$ cat config.mk
export PLATFORM = sky130hd
export DESIGN_NAME = johnson_step_sequencer
export DESIGN_NICKNAME = d
export VERILOG_FILES = /design/src/rtl/johnson_step_sequencer.sv
export SDC_FILE = /design/constraint.sdc
export NUM_CORES = 1
export LEC_CHECK = 0
export ABC_AREA = 1
export ABC_CLOCK_PERIOD_IN_PS = 5900
export BUFFER_PORTS_ARGS = -buffer_cell sky130_fd_sc_hd__buf_2
export CAP_MARGIN = 30
export CORE_ASPECT_RATIO = 2
export CORE_MARGIN = 5
export CORE_UTILIZATION = 27
export DETAILED_ROUTE_END_ITERATION = 16
export GPL_ROUTABILITY_DRIVEN = 0
export REMOVE_ABC_BUFFERS = 1
export SLEW_MARGIN = 20
export SYNTH_ARGS = -nofsm -noshare
export SYNTH_HDL_FRONTEND = slang
export SYNTH_SLANG_ARGS = --single-unit
$ cat constraint.sdc
create_clock -name clk -period 5.9 [get_ports clk]
set_input_delay 0.885 -clock clk [delete_from_list [all_inputs] [get_ports clk]]
set_output_delay 0.885 -clock clk [all_outputs]
set_load 0.005 [all_outputs]
$ cat src/rtl/johnson_step_sequencer.sv
// Command-driven Johnson (twisted-ring) phase sequencer: steps a WIDTH-bit
// Johnson register a programmed number of positions forward or backward.
module johnson_step_sequencer #(
    parameter int WIDTH = 4,
    parameter int CNT_W = 8
) (
    input  logic                          clk,
    input  logic                          reset_n,
    input  logic                          cmd_valid,
    output logic                          cmd_ready,
    input  logic [CNT_W-1:0]              cmd_steps,
    input  logic                          cmd_dir,
    input  logic                          cmd_clear,
    input  logic                          pause,
    input  logic                          abort,
    output logic [WIDTH-1:0]              q,
    output logic [$clog2(2*WIDTH)-1:0]    phase_idx,
    output logic [2*WIDTH-1:0]            phase_onehot,
    output logic [CNT_W-1:0]              remaining,
    output logic                          busy,
    output logic                          done
);

    localparam int IDX_W = $clog2(2*WIDTH);
    localparam int PH_W  = 2*WIDTH;

    typedef enum logic [1:0] {
        IDLE,
        RUN,
        PAUSE,
        DONE
    } state_t;

    state_t           state;
    logic             dir;
    logic [WIDTH-1:0] step_q;
    logic [IDX_W-1:0] pop;

    always_comb begin
        step_q = dir ? {q[WIDTH-2:0], ~q[WIDTH-1]} : {~q[0], q[WIDTH-1:1]};
    end

    // NOTE: all state uses non-blocking assignments so every register samples
    // pre-edge values; blocking here would chain q/remaining within one edge.
    always_ff @(posedge clk or negedge reset_n) begin
        if (!reset_n) begin
            state     <= IDLE;
            q         <= '0;
            remaining <= '0;
            dir       <= 1'b0;
        end else begin
            case (state)
                IDLE: begin
                    if (cmd_valid) begin
                        dir       <= cmd_dir;
                        remaining <= cmd_steps;
                        if (cmd_clear) q <= '0;
                        state <= (cmd_steps == '0) ? DONE : RUN;
                    end
                end
                RUN, PAUSE: begin
                    // Abort wins over both pause and the final step.
                    if (abort) begin
                        remaining <= '0;
                        state     <= IDLE;
                    end else if (pause) begin
                        state <= PAUSE;
                    end else begin
                        q         <= step_q;
                        remaining <= remaining - CNT_W'(1);
                        state     <= (remaining == CNT_W'(1)) ? DONE : RUN;
                    end
                end
                DONE:    state <= IDLE;
                default: state <= IDLE;
            endcase
        end
    end

    assign cmd_ready = (state == IDLE);
    assign busy      = (state == RUN) || (state == PAUSE);
    assign done      = (state == DONE);

    // NOTE: every variable driven in always_comb gets a default first so no
    // latch can be inferred.
    always_comb begin
        pop = '0;
        for (int i = 0; i < WIDTH; i++) begin
            pop = pop + IDX_W'(q[i]);
        end
        // Second half of the ring (q[0]=1) counts back down from 2*WIDTH.
        phase_idx = q[0] ? (IDX_W'(PH_W) - pop) : pop;
    end

    assign phase_onehot = PH_W'(1) << phase_idx;

endmodule
==> flow_metrics.tcl <==
set metrics [dict create \
    status "finished, final reports clean" \
    layout-drive-gt1-share_pct 24.5 \
    syn-cell-area_sq_um 1170 \
    nFillCells 477 \
    slowest_delay_ns 0.57 \
    root_buffer "clkbuf_8" \
    fin_worst_skew_ns 0.00288 \
    syn_area_per_cell_sq_um 6.72 \
    path_max_fanout 11 \
    drc_errors 0 \
    htreeDepth 1 \
    tightestPinTransition_ns 0.366 \
    p_leak_uw 0.000793 \
    syn-instance-count 174 \
    grt_first_pass_wirelength_mm 5.81 \
    irDropWorstVdd_mv 0.287 \
    crit_path_cell_trace "fa_1 -> ha_1 -> xnor2_1 -> nand2_1 -> nand2_1 -> nand2_2 -> nand2_4 -> inv_2 -> nor2_1 -> buf_2" \
    post_cts_resized 0 \
    fin_crit_sh_pct 55.1 \
    nets 240 \
    dpl-instance-area_sq_um 1420 \
    io_pins 41 \
    cap_violations 0 \
    overflow 0 \
    worst-path-buf-inv 2 \
    wire_per_inst_um 12.4 \
    die_area_sq_um 5820 \
    cts_max_path_buffers 2 \
    routed-via-count 1267 \
    dr.pass1.iters 5 \
    die_y_um 103 \
    p_comb_share_pct 68.1 \
    cp.required_ns 5.02 \
    switching_power_uw 507 \
    setup_tns_ns 0 \
    wl_mm 3.34 \
    syn_to_final_growth_pct 25.7 \
    min_path_type "input port to asynchronous set/reset pin" \
    clkLatencyLatePin_ns 0.25 \
    first_iter_violations 36 \
    synthTopCellsByArea "dfrtp_1 (32%), nand2_1 (12%), nor2_1 (11%)" \
    clock_sinks 15 \
    ys_ff_latch 15 \
    rsz0062_at_grt "false" \
    grt_start_max_net_pins 16 \
    final_core_util_pct 34.2 \
    cts_tree "built" \
    antenna_cells 0 \
    final_hold_viol_count 0 \
    max_freq_ghz 0.308 \
    start_util_pct 27.2 \
    clkPwrFrac_pct 9.1 \
    cp_top_family "adder cells" \
    routed_via_density 4.69 \
    intPower_uw 449 \
    crit_top_cell "nand2_1" \
    slew_violations 0 \
    synth.largest_area_cell "dfrtp_1" \
    endpoint_kind "output pin" \
    cts_hold_buffers 0 \
    cpMaxStageDelayCell "fa_1" \
    power_switching_share_pct 53.0 \
    power.density_nw_per_um2 651 \
    p_total_uw 956 \
    mostFrequentLayoutCell "buf_2" \
    final_cell_mix "buf_2 (40), nand2_1 (36), nor2_1 (34), inv_1 (19), o21ai_0 (16)" \
    ys_warn_count 0 \
    numCtsBuffers 3 \
    place_hpwl_mm 2.75 \
    slew_headroom_pct 75.6 \
    coreArea_sq_um 4300 \
    io_buffers 40 \
    cts.clk_slew.worst_paths_ns 0.06 \
    antenna_found_initial 0 \
    critPathArrivalTime_ns 2.37 \
    synth_top_cell_area_share_pct 32.1 \
    synth_seq_area_share_pct 32.1 \
    grt_pass1_vias 1342 \
    grtUsageTotal_pct 12.6 \
    ant_nets 0 \
    rows 34 \
    setup_violations 0 \
    ys_types 23 \
    post_cts_buffers 0 \
    worst_setup_path_start_kind "flip-flop" \
    design_area_sq_um 1470 \
    path_class "flip-flop to output pin" \
    hold_ws_ns 0.537 \
    p_seq_share_pct 22.8 \
    die_w_um 56.5 \
    min_period_ns 3.25 \
]
[worst register-to-register path: stages (launching register included)]
cell and delay [ns]:
dfrtp_1 0.36, inv_1 0.06, ha_1 0.36, inv_2 0.26
nor2_4 0.09, nand2_2 0.09, nand2_4 0.09, inv_4 0.13
nor2_1 0.06, a31oi_1 0.15
[cells in the mapped netlist (all sizes together)]
| library cell | count |
|---|---|
| nand3 | 14 |
| a21oi | 14 |
| nand2 | 40 |
| fa | 1 |
| o21a | 1 |
| xnor2 | 1 |
| a22oi | 1 |
| o21ai | 18 |
| o211ai | 1 |
| dfrtp | 15 |
| a31oi | 1 |
| or2 | 1 |
| nor2 | 35 |
| ha | 7 |
| buf | 2 |
| inv | 22 |
[power by group through the flow]
| stage | Clock, uW | Sequential, uW | Combinational [uW] |
|---|---|---|---|
| 4_1_cts | 88.0 | 219 | 660 |
| 2_1_floorplan | 0 | 209 | 441 |
| 3_5_place_dp | 0 | 220 | 657 |
| 3_3_place_gp | 0 | 220 | 651 |
| 5_1_grt | 94.1 | 228 | 758 |
| 6_report | 86.8 | 218 | 651 |
[kinds of logic after synthesis]
kind of cell | after synthesis | synth area share [%]
compound gates | 36 | 16.6
fa+ha+maj | 8 | 9.21
xor+xnor | 1 | 0.750
flops | 15 | 32.1
buf+inv | 24 | 8.35
simple gates | 90 | 33.0
[path summary, 6_finish.rpt]
kind / startpoint / end / slack (ns) / depth (start not counted)
setup / recovery: q[0]$_DFFE_PN0P_ / phase_onehot[5] / 2.65 / 10
hold / removal: reset_n / dir$_DFFE_PN0P_ / 0.54 / 1
setup reg to reg: state[0]$_DFFE_PN0P_ / remaining[2]$_DFFE_PN0P_ / 4.19 / 9
hold reg to reg: state[1]$_DFFE_PN0P_ / state[1]$_DFFE_PN0P_ / 0.59 / 2
max in group asynchronous: reset_n / remaining[2]$_DFFE_PN0P_ / 5.10 / 1
min in group clk: state[1]$_DFFE_PN0P_ / state[1]$_DFFE_PN0P_ / 0.59 / 2
[sequential cells by signal, indices dropped and copies added, names as in the netlist]
signal	count
dir	1
q	4
remaining	8
state	2
[area by class of cell]
class	count	area (sq um)	share of cell area [%]
clock buffer	4	45.0	3.07
sequential	15	375	25.6
multi-input combinational	135	696	47.4
inverter	22	85.1	5.79
timing repair buffer	40	200	13.6
tap	54	67.6	4.60
[through the flow]
stage,std cells,setup WS [ns]
after floorplan,172,3.12
after global placement,266,2.95
after detailed placement,266,2.91
after CTS,270,2.63
after global routing,270,2.35
final,270,2.65
[routing by layer]
metal / share of wire, % / GRT usage [%] / up-vias
met5: 0 / 0 / -
met4: 2.9 / 6.40 / 0
met3: 6.1 / 2.38 / 9
met2: 54 / 24.7 / 52
li1: - / - / 640
met1: 37 / 12.1 / 566
Power figures use the tool's default switching activity.
